File: src/rtl/con_ff_sequencer_pkg.sv
// Shared definitions for the CON flip-flop sequencer:
// branch condition codes and FSM state encoding.
package con_ff_sequencer_pkg;

  localparam logic [1:0] COND_ZR = 2'b00;
  localparam logic [1:0] COND_NZ = 2'b01;
  localparam logic [1:0] COND_PL = 2'b10;
  localparam logic [1:0] COND_MI = 2'b11;

  typedef enum logic [1:0] {
    S_IDLE = 2'b00,
    S_WAIT = 2'b01,
    S_EVAL = 2'b10,
    S_DONE = 2'b11
  } state_t;

endpackage

File: src/rtl/con_ff_sequencer_eval.sv
// Combinational branch-condition evaluator: one-hot
// condition select ANDed with zero / nonzero / sign tests.
module con_eval
  import con_ff_sequencer_pkg::*;
#(
  parameter int DATA_W = 32
) (
  input  logic [1:0]        cond,
  input  logic [DATA_W-1:0] data,
  output logic              result
);

  logic [3:0] sel;
  logic [3:0] hit;
  logic       zero;

  always_comb begin
    sel = 4'b0000;
    unique case (cond)
      COND_ZR: sel = 4'b0001;
      COND_NZ: sel = 4'b0010;
      COND_PL: sel = 4'b0100;
      COND_MI: sel = 4'b1000;
    endcase
  end

  assign zero   = ~|data;
  assign hit    = {data[DATA_W-1], ~data[DATA_W-1], ~zero, zero};
  assign result = |(sel & hit);

endmodule

File: src/rtl/con_ff_sequencer.sv
// Sequences the CON flip-flop for br-class instructions:
// waits for Ra on the bus, evaluates, pulses done.
module con_ff_sequencer
  import con_ff_sequencer_pkg::*;
#(
  parameter int DATA_W  = 32,
  parameter int TIMEOUT = 8,
  parameter int CNT_W   = 16
) (
  input  logic              clk,
  input  logic              clr,
  input  logic              start,
  input  logic [1:0]        ir_cond,
  input  logic [DATA_W-1:0] bus_data,
  input  logic              bus_valid,
  output logic              busy,
  output logic              done,
  output logic              con_ff,
  output logic              timeout_err,
  output logic [CNT_W-1:0]  taken_cnt
);

  localparam int TW = $clog2(TIMEOUT + 1);
  localparam logic [TW-1:0] TLAST = TW'(TIMEOUT - 1);

  state_t            state;
  state_t            state_nx;
  logic [1:0]        cond_q;
  logic [DATA_W-1:0] data_q;
  logic [TW-1:0]     timer;
  logic              to_flag;
  logic              result;
  logic              expire;

  con_eval #(
    .DATA_W(DATA_W)
  ) u_eval (
    .cond  (cond_q),
    .data  (data_q),
    .result(result)
  );

  // valid data on the bus takes priority over a timer expiry
  assign expire = (state == S_WAIT) && !bus_valid && (timer == TLAST);

  always_ff @(posedge clk or posedge clr) begin
    if (clr) state <= S_IDLE;
    else     state <= state_nx;
  end

  always_comb begin
    state_nx = state;
    unique case (state)
      S_IDLE: if (start) state_nx = S_WAIT;
      S_WAIT: begin
        if (bus_valid)   state_nx = S_EVAL;
        else if (expire) state_nx = S_DONE;
      end
      S_EVAL: state_nx = S_DONE;
      S_DONE: state_nx = S_IDLE;
    endcase
  end

  always_comb begin
    busy        = 1'b0;
    done        = 1'b0;
    timeout_err = 1'b0;
    busy        = (state != S_IDLE);
    done        = (state == S_DONE);
    timeout_err = (state == S_DONE) && to_flag;
  end

  always_ff @(posedge clk or posedge clr) begin
    if (clr) begin
      cond_q    <= '0;
      data_q    <= '0;
      timer     <= '0;
      to_flag   <= 1'b0;
      con_ff    <= 1'b0;
      taken_cnt <= '0;
    end else begin
      unique case (state)
        S_IDLE: begin
          if (start) begin
            cond_q <= ir_cond;
            timer  <= '0;
          end
        end
        S_WAIT: begin
          if (bus_valid) begin
            data_q <= bus_data;
          end else begin
            timer <= timer + TW'(1);
            if (expire) begin
              to_flag <= 1'b1;
              con_ff  <= 1'b0;
            end
          end
        end
        S_EVAL: begin
          con_ff <= result;
          if (result && (taken_cnt != '1))
            taken_cnt <= taken_cnt + CNT_W'(1);
        end
        S_DONE: to_flag <= 1'b0;
      endcase
    end
  end

endmodule
File: config.mk
export PLATFORM = sky130hd
export DESIGN_NAME = con_ff_sequencer
export DESIGN_NICKNAME = d
export VERILOG_FILES = /design/src/rtl/con_ff_sequencer_pkg.sv /design/src/rtl/con_ff_sequencer_eval.sv /design/src/rtl/con_ff_sequencer.sv
export SDC_FILE = /design/constraint.sdc
export NUM_CORES = 1
export LEC_CHECK = 0
export BUFFER_PORTS_ARGS = -buffer_cell sky130_fd_sc_hd__buf_4
export CORE_MARGIN = 2
export CORE_UTILIZATION = 30
export DETAILED_ROUTE_END_ITERATION = 8
export PLACE_DENSITY = 0.59
export SLEW_MARGIN = 20
export SYNTH_ARGS = -nofsm -noshare
export SYNTH_HDL_FRONTEND = slang
export SYNTH_HIERARCHICAL = 1
export SYNTH_SLANG_ARGS = --single-unit
File: constraint.sdc
create_clock -name clk -period 3.85 [get_ports clk]
set_clock_uncertainty 0.05 [all_clocks]
set_input_delay 0.385 -clock clk [delete_from_list [all_inputs] [get_ports clk]]
set_output_delay 0.385 -clock clk [all_outputs]
set_load 0.02 [all_outputs]
==> results of run 1 <==
[layout make-up]
type                    count  area (um^2)  area share [%]
multi-input cells         139         1190            34.2
clock buffers              12          165            4.76
well taps                 108          135            3.89
clock inverters             4         72.6            2.09
flip-flops and latches     58         1450            41.8
repair buffers             59          443            12.8
inverters                   5         18.8           0.540
[cells in the mapped netlist, drive strengths merged]
| cell type | number | area [um^2] |
|---|---|---|
| nor4b | 2 | 17.5 |
| xor2 | 10 | 87.6 |
| a32o | 1 | 10.0 |
| nand4 | 10 | 75.1 |
| nand2 | 11 | 43.8 |
| a22o | 4 | 35.0 |
| nand3b | 2 | 15.0 |
| nor2 | 2 | 15.0 |
| o21ai | 5 | 25.0 |
| nor3b | 1 | 7.51 |
| buf | 4 | 26.3 |
| nand2b | 3 | 18.8 |
| mux2 | 35 | 398 |
| xnor2 | 6 | 52.6 |
| and2 | 3 | 18.8 |
| nand3 | 4 | 30.0 |
| o31ai | 1 | 12.5 |
| clkbuf | 2 | 7.51 |
| o22a | 1 | 8.76 |
| nand4b | 2 | 17.5 |
| ha | 7 | 87.6 |
| and4 | 1 | 8.76 |
| nor4 | 12 | 103 |
| or2 | 1 | 6.26 |
| nor3 | 7 | 35.0 |
| nor2b | 1 | 6.26 |
| inv | 5 | 18.8 |
| and4b | 1 | 10.0 |
| a21o | 4 | 30.0 |
| dfrtp | 58 | 1450 |
| a31oi | 2 | 12.5 |
[placed cells by master (no fill, tap or decap), types with 2 or more instances in the layout]
master,instances
a21o_1,4
nand4_1,8
nand4_2,2
bufinv_16,2
a31oi_1,2
buf_4,59
dfrtp_1,58
mux2_2,34
xnor2_1,6
o21ai_0,5
nor4b_1,2
nand3_2,2
nand3b_1,2
nand4b_1,2
nor4_1,9
clkbuf_8,12
inv_1,4
nor4_2,2
nor3_1,7
xor2_1,10
nand2_1,10
ha_1,7
and2_1,3
a22o_1,4
nand2b_1,3
nand3_1,2
[sequential cells by signal, summed over array words and instances, names as in the netlist]
name	flops
taken_cnt	16
to_flag	1
cond_q	2
state	2
data_q	32
timer	4
con_ff	1
[critical path, stage by stage, from the launching register on]
cell,delay (ps)
dfrtp_1,370
nor4_1,370
nand4_1,190
o31ai_2,290
xor2_1,280
nand2_2,190
nor3_1,430
nand4_1,170
xnor2_1,150
[final timing paths]
| kind | startpoint | to | slack, ps | cells past startpoint |
|---|---|---|---|---|
| worst max-delay path | data_q[18]$_DFFE_PP0P_ | taken_cnt[14]$_DFFE_PP0P_ | 1260 | 8 |
| worst min-delay path | clr | taken_cnt[1]$_DFFE_PP0P_ | 110 | 2 |
| worst max register to register | data_q[18]$_DFFE_PP0P_ | taken_cnt[14]$_DFFE_PP0P_ | 1260 | 8 |
| worst min register to register | to_flag$_DFFE_PP0P_ | to_flag$_DFFE_PP0P_ | 430 | 1 |
| max in group asynchronous | clr | data_q[13]$_DFFE_PP0P_ | 2840 | 3 |
| min in group clk | bus_data[7] | data_q[7]$_DFFE_PP0P_ | 230 | 2 |
[kinds of logic (layout without fill, tap and decap cells)]
group | after synthesis | after routing | share of synthesized area [%]
buffers and inverters | 11 | 80 | 1.95
flip-flops | 58 | 58 | 53.9
XOR/XNOR | 16 | 16 | 5.21
AO/OA/AOI/OAI | 18 | 18 | 4.97
adder cells (fa/ha/maj) | 7 | 7 | 3.25
AND/OR/NAND/NOR | 63 | 63 | 15.9
multiplexers | 35 | 35 | 14.8
[routing by layer]
layer  up-vias  part of all wire, %  GRT usage [%]
li1        892                    -              -
met1       893                   46           16.0
met2        43                   48           18.1
met3         4                  4.3           3.55
met4         0                  1.3           5.06
met5         -                    0              0
[power by group]
part           internal, mW  switching [mW]
Combinational         0.387           0.326
Clock                 0.416           0.249
Sequential            0.847           0.167
==> flow_metrics.py, run 1 <==
metrics = {
    "status": {
        "status": "finished, final reports clean",
    },
    "grt": {
        "grt_pass1_wl_um": 9160,
        "grt_antenna_before_repair": 0,
        "grt_max_degree": 34,
        "grt_overflow_total": 0,
        "grt_pass1_vias": 1876,
        "grt.total_usage_pct": 11.9,
    },
    "cts": {
        "tritoncts": "done",
        "ctsHoldBuffers": 0,
        "postCtsSetupBuffers": 0,
        "cts_resized": 0,
        "cts_buffers": 9,
        "cts_buffer_depth": 2,
        "clk-insertion-delay-late_ps": 330,
        "h-tree-depth": 3,
        "cts_root_buffer": "clkbuf_8",
        "cts.sinks": 58,
        "clk_pin_slew_worst_paths_ps": 70,
    },
    "cells_and_area": {
        "instances_no_fill": 385,
        "final_area_um2": 3470,
        "fillers": 851,
        "diodes": 0,
        "utilization_pct": 39.8,
        "drive_gt1_share_pct": 43.7,
        "area_growth_pct": 29.1,
        "nets": 317,
    },
    "worst_setup_path": {
        "cp-end-kind": "flop",
        "path_class": "reg2reg",
        "worstPathRequired_ps": 4020,
        "crit_arrival_ps": 2760,
        "startpoint_type": "flop",
        "cp_max_fo": 9,
    },
    "placement": {
        "dp_cells": 369,
        "hpwl_um": 3920,
        "dpl-instance-area_um2": 3240,
        "routabilityCongestion": 0.780,
        "io_buffers": 57,
        "pre_cts_ws_ps": 1220,
    },
    "timing": {
        "worst_pin_slew_ps": 686,
        "holdWs_ps": 109,
        "drv_slew": 0,
        "finalSetupTns_ps": 0,
        "final.min_clock_period_ps": 2590,
        "rsz0062_at_grt": "false",
        "final.setup.worst_slack_ps": 1260,
        "hold_viol": 0,
        "timing.final.crit_share_pct": 67.3,
        "setup_viol_count_final": 0,
        "slew_headroom_pct": 54.2,
        "fmax_mhz": 386,
    },
    "power_and_ir_drop": {
        "power_density_nw_per_um2": 689,
        "leakage_nw": 1.64,
        "power.total_mw": 2.39,
        "worst_ir_drop_vdd_v": 0.000284,
    },
    "floorplan": {
        "core-area_um2": 8720,
        "io_pins": 58,
        "die_width_um": 98.7,
        "dieArea_um2": 9740,
        "die_height_um": 98.7,
        "rows": 34,
        "start_util_pct": 30.9,
    },
    "detailed_routing": {
        "via_per_inst": 4.76,
        "ant_nets": 0,
        "num_vias": 1832,
        "firstDrtPassIters": 4,
        "drt_iter0_drc": 40,
        "wl_um": 5300,
        "wl_per_cell_um": 13.8,
        "drc": 0,
    },
    "synth": {
        "syn_avg_cell_area_um2": 12.9,
        "synth_seq_cells": 58,
        "syn_inst": 208,
        "synth_area_um2": 2690,
        "seq_area_frac_synth_pct": 53.9,
        "synthDistinctLibCells": 39,
        "syn_nets": 253,
        "yosys_warnings": 6,
    },
    "run": {
        "cap_violations": 0,
    },
    "min_path": {
        "hold_path_class": "in2async",
    },
}
Power figures use the tool's default switching activity.
==> run 2, diff against run 1 <==
Settings changed: PLACE_DENSITY 0.59 to 0.61.
Clock period 3.85 ns to 2.3 ns, I/O delays scaled along.
==> flow_metrics.py, run 2 (same netlist as run 1, synthesis figures left out) <==
metrics = {
    "timing": {
        "rsz0062_at_grt": "true",
        "hold_viol": 0,
        "drv_slew": 0,
        "timing.final.crit_share_pct": 101,
        "final.setup.worst_slack_ps": -15.5,
        "finalSetupTns_ps": -31.3,
        "setup_viol_count_final": 3,
        "slew_headroom_pct": 63.6,
        "fmax_mhz": 432,
        "final.min_clock_period_ps": 2320,
        "holdWs_ps": 62.4,
        "worst_pin_slew_ps": 540,
    },
    "cells_and_area": {
        "top_regs": "data_q x32, taken_cnt x16, timer x4",
        "drive_gt1_share_pct": 48.9,
        "nets": 324,
        "top_register": "data_q",
        "mostFrequentLayoutCell": "buf_4",
        "largest_register_ffs": 32,
        "diodes": 0,
        "area_growth_pct": 36.5,
        "mostFrequentLayoutCells": "62 x buf_4, 58 x dfrtp_1, 34 x mux2_2, 10 x nand2_1, 10 x xor2_1",
    },
    "worst_setup_path": {
        "rr_worst_depth": 10,
        "cp-end-kind": "flop",
        "startpoint_type": "flop",
        "worstPathRequired_ps": 2470,
        "r2r_end": "taken_cnt[14]$_DFFE_PP0P_",
        "r2r_start": "data_q[26]$_DFFE_PP0P_",
        "regToRegSetupSlack_ps": -20,
        "path_class": "reg2reg",
        "cp_max_fo": 4,
        "crit_arrival_ps": 2490,
    },
    "floorplan": {
        "start_util_pct": 30.9,
        "die_width_um": 98.7,
        "io_pins": 58,
        "die_height_um": 98.7,
        "core-area_um2": 8720,
        "rows": 34,
        "dieArea_um2": 9740,
    },
    "detailed_routing": {
        "num_vias": 1886,
        "firstDrtPassIters": 4,
        "wl_per_cell_um": 14.4,
        "drt_iter0_drc": 74,
        "ant_nets": 0,
        "wl_um": 5630,
        "via_per_inst": 4.81,
        "drc": 0,
    },
    "cts": {
        "clk_pin_slew_worst_paths_ps": 70,
        "cts_buffers": 9,
        "h-tree-depth": 3,
        "cts_root_buffer": "clkbuf_8",
        "clk-insertion-delay-late_ps": 340,
        "cts.sinks": 58,
        "cts_buffer_depth": 2,
        "tritoncts": "done",
    },
    "min_path": {
        "worstHoldStart": "ir_cond[0]",
        "holdPathStages": 2,
        "whs_endpoint": "cond_q[0]$_DFFE_PP0P_",
        "hold_path_class": "in2reg",
    },
    "run": {
        "cap_violations": 0,
    },
    "grt": {
        "grt_pass1_wl_um": 9110,
        "grt_antenna_before_repair": 0,
        "grt.total_usage_pct": 12.0,
        "grt_max_degree": 33,
        "grt_pass1_vias": 1895,
        "grt_overflow_total": 0,
    },
    "placement": {
        "hpwl_um": 3990,
        "routabilityCongestion": 0.721,
        "io_buffers": 57,
    },
    "power_and_ir_drop": {
        "leakage_nw": 1.70,
        "power_density_nw_per_um2": 1150,
        "worst_ir_drop_vdd_v": 0.000485,
        "power.total_mw": 4.21,
    },
    "status": {
        "violations": "negative setup slack",
        "status": "finished with violations",
    },
}
## run 2: how the worst max path moves through the flow
stage,start,to,slack [ps],depth (start not counted)
finish,data_q[26]$_DFFE_PP0P_,taken_cnt[14]$_DFFE_PP0P_,-20,10
global route,data_q[18]$_DFFE_PP0P_,taken_cnt[13]$_DFFE_PP0P_,-220,9
CTS,data_q[26]$_DFFE_PP0P_,taken_cnt[13]$_DFFE_PP0P_,-50,9
detailed placement,data_q[11]$_DFFE_PP0P_,taken_cnt[13]$_DFFE_PP0P_,-180,8
global placement,data_q[11]$_DFFE_PP0P_,taken_cnt[13]$_DFFE_PP0P_,-130,8
floorplan,data_q[26]$_DFFE_PP0P_,taken_cnt[12]$_DFFE_PP0P_,120,8
## run 2: where the power goes
part	internal, mW	switching (mW)
clock network	0.716	0.419
logic	0.740	0.603
registers	1.42	0.311
total	2.88	1.33
## run 2: per-stage QoR
stage          std cells  area (um^2)  setup WS (ps)  util [%]
6_report             392         3670          -15.5      42.1
5_1_grt              392         3670           -219      42.1
4_1_cts              392         3610          -49.5      41.4
3_5_place_dp         374         3290           -177      37.7
3_3_place_gp         374         3290           -131      37.7
2_1_floorplan        208         2690            122         -
## run 2: worst max-delay path, cell delays in order, from the launching register on
cell and delay (ps):
dfrtp_1 380, nor4_2 300, nand4_1 180, o31ai_2 280, xor2_1 160, buf_4 140
nand2_2 100, nor3_1 210, buf_4 150, nand4_1 110, xnor2_1 140
## run 2: cell type report
class / count / area (um^2)
Clock buffer: 9 / 124
Sequential cell: 58 / 1450
Inverter: 5 / 18.8
Multi-Input combinational cell: 139 / 1310
Clock inverter: 7 / 118
Timing Repair Buffer: 66 / 522
Fill cell: 819 / 5050
Tap cell: 108 / 135
## run 2: timing repair
action,CTS,global route
setup buffers,1,0
gates resized for setup,10,11
endpoints found under the hold margin,22,0
gates cloned,0,0
endpoints found under the setup margin,15,16
hold buffers,1,0
pin swaps,2,6
## run 2: per-layer routing
layer  vias up  wire [um]  global-route usage (%)
li1        909          -                       -
met1       923       2480                    15.0
met2        47       2790                    18.5
met3         7        286                    4.54
met4         0         64                    5.06
met5         -          0                       0
==> run 3, diff against run 2 <==
Settings changed: PLACE_DENSITY 0.61 to not set, PLACE_DENSITY_LB_ADDON set to 0.3.
==> flow_metrics.py, run 3 (same netlist as run 1, synthesis figures left out) <==
metrics = {
    "floorplan": {
        "die_width_um": 98.7,
        "dieArea_um2": 9740,
        "die_height_um": 98.7,
        "start_util_pct": 30.9,
        "io_pins": 58,
        "core-area_um2": 8720,
        "rows": 34,
    },
    "worst_setup_path": {
        "regToRegSetupSlack_ps": -20,
        "r2r_start": "data_q[7]$_DFFE_PP0P_",
        "startpoint_type": "flop",
        "crit_arrival_ps": 2470,
        "cp_max_fo": 4,
        "cp-end-kind": "flop",
        "rr_worst_depth": 9,
        "worstPathRequired_ps": 2460,
        "crit_path_max_incr_delay_ps": 380,
        "slowest_stage": "dfrtp_1",
        "crit_top_cell": "nand4_1",
        "r2r_end": "taken_cnt[12]$_DFFE_PP0P_",
        "cp_cell_sequence": "nor4_2 -> nand4_1 -> o31ai_2 -> xor2_1 -> nand2_2 -> nor3_1 -> buf_4 -> nand4_1 -> xnor2_1",
        "path_class": "reg2reg",
    },
    "min_path": {
        "holdPathStages": 2,
        "hold_path_class": "in2reg",
        "whs_endpoint": "data_q[0]$_DFFE_PP0P_",
        "worstHoldStart": "bus_data[0]",
    },
    "timing": {
        "final.min_clock_period_ps": 2320,
        "timing.final.crit_share_pct": 101,
        "slew_headroom_pct": 63.8,
        "finalSetupTns_ps": -32.8,
        "final.setup.worst_slack_ps": -16.1,
        "hold_viol": 0,
        "worst_pin_slew_ps": 543,
        "drv_slew": 0,
        "fmax_mhz": 432,
        "setup_viol_count_final": 3,
        "rsz0062_at_grt": "true",
    },
    "detailed_routing": {
        "ant_nets": 0,
        "drt_iter0_drc": 57,
        "wl_per_cell_um": 13.8,
        "wl_um": 5420,
        "firstDrtPassIters": 4,
        "via_per_inst": 4.69,
        "drc": 0,
        "num_vias": 1840,
    },
    "placement": {
        "io_buffers": 57,
        "hpwl_um": 3940,
        "routabilityCongestion": 0.747,
    },
    "cts": {
        "clk-insertion-delay-late_ps": 320,
        "clk_pin_slew_worst_paths_ps": 60,
        "tritoncts": "done",
        "cts.sinks": 58,
        "cts_buffer_depth": 2,
        "cts_buffers": 9,
        "cts_root_buffer": "clkbuf_8",
        "h-tree-depth": 3,
    },
    "cells_and_area": {
        "area_growth_pct": 33.6,
        "mostFrequentLayoutCells": "63 x buf_4, 58 x dfrtp_1, 34 x mux2_2, 11 x clkbuf_8",
        "drive_gt1_share_pct": 47.5,
        "fillers": 827,
        "nets": 325,
        "mostFrequentLayoutCell": "buf_4",
        "final-seq-area_um2": 1450,
        "largest_register_ffs": 32,
        "diodes": 0,
        "top_register": "data_q",
        "multi_input_area_um2": 1280,
        "top_regs": "data_q x32, taken_cnt x16, timer x4",
    },
    "grt": {
        "grt.met2_usage_pct": 18.5,
        "use_met3_pct": 4.40,
        "grt_pass1_wl_um": 9170,
        "grt_pass1_vias": 1932,
        "busiest_layer": "met2",
        "grt_antenna_before_repair": 0,
        "grt.met1_usage_pct": 15.4,
        "grt.total_usage_pct": 11.9,
        "grt_max_degree": 33,
        "grt_overflow_total": 0,
    },
    "status": {
        "status": "finished with violations",
        "violations": "negative setup slack",
    },
    "run": {
        "cap_violations": 0,
    },
    "power_and_ir_drop": {
        "power.total_mw": 3.90,
        "worst_ir_drop_vdd_v": 0.000479,
        "power_density_nw_per_um2": 1080,
        "leakage_nw": 1.68,
    },
}
==> run 3: changes by cell type in the layout (fill, tap and decap cells not counted), moves of 2 or more <==
cell and delta:
clkinv_2 +2, nor4_1 +2, bufinv_16 -3, clkinvlp_4 -3, clkbuf_8 +2
==> run 3: stage by stage <==
| step | hold WS [ps] | std cells | cell area (um^2) | setup slack, ps | util, % |
|---|---|---|---|---|---|
| 6_report | 88.5 | 392 | 3590 | -16.1 | 41.2 |
| 5_1_grt | 69.8 | 392 | 3590 | -217 | 41.2 |
| 4_1_cts | 67.6 | 392 | 3550 | -75.8 | 40.7 |
| 3_5_place_dp | 277 | 374 | 3300 | -171 | 37.8 |
| 3_3_place_gp | 281 | 374 | 3300 | -132 | 37.8 |
| 2_1_floorplan | 330 | 208 | 2690 | 122 | - |
==> run 3: where the power goes <==
| group | internal [mW] | switching, mW | total (mW) |
|---|---|---|---|
| combinational | 0.764 | 0.600 | 1.36 |
| clock | 0.438 | 0.370 | 0.808 |
| sequential | 1.42 | 0.307 | 1.73 |
==> run 3: repair_timing <==
action                                  CTS  global route
gates resized for setup                   9             7
pin swaps                                 7             5
endpoints found under the setup margin   15            16
hold buffers                              1             0
hold endpoints to repair                 24             0
buffers inserted                          2             0
==> run 3: worst max path at each step <==
stage | from | endpoint
final | data_q[7]$_DFFE_PP0P_ | taken_cnt[12]$_DFFE_PP0P_
after global routing | data_q[7]$_DFFE_PP0P_ | taken_cnt[13]$_DFFE_PP0P_
after CTS | data_q[11]$_DFFE_PP0P_ | taken_cnt[13]$_DFFE_PP0P_
after detailed placement | data_q[18]$_DFFE_PP0P_ | taken_cnt[13]$_DFFE_PP0P_
after global placement | data_q[27]$_DFFE_PP0P_ | taken_cnt[12]$_DFFE_PP0P_
after floorplan | data_q[26]$_DFFE_PP0P_ | taken_cnt[12]$_DFFE_PP0P_
==> run 3: layout make-up <==
type	instances	share of cell area [%]
Tap cell	108	3.76
Clock buffer	12	4.32
Inverter	5	0.522
Timing Repair Buffer	67	14.9
Multi-Input combinational cell	139	35.7
Sequential cell	58	40.4
Clock inverter	3	0.418
==> run 3: worst max-delay path, delay by kind of cell, from the launching register on <==
kind | cells | cell delay [ps]
flops | 1 | 380
xor+xnor | 2 | 420
simple gates | 5 | 910
buf+inv | 1 | 150
compound gates | 1 | 290
==> run 3: routing by layer <==
metal / share of wire (%) / vias up
met5: 0 / -
met4: 0.70 / 0
met3: 5.2 / 2
met2: 47 / 38
met1: 47 / 891
li1: - / 909
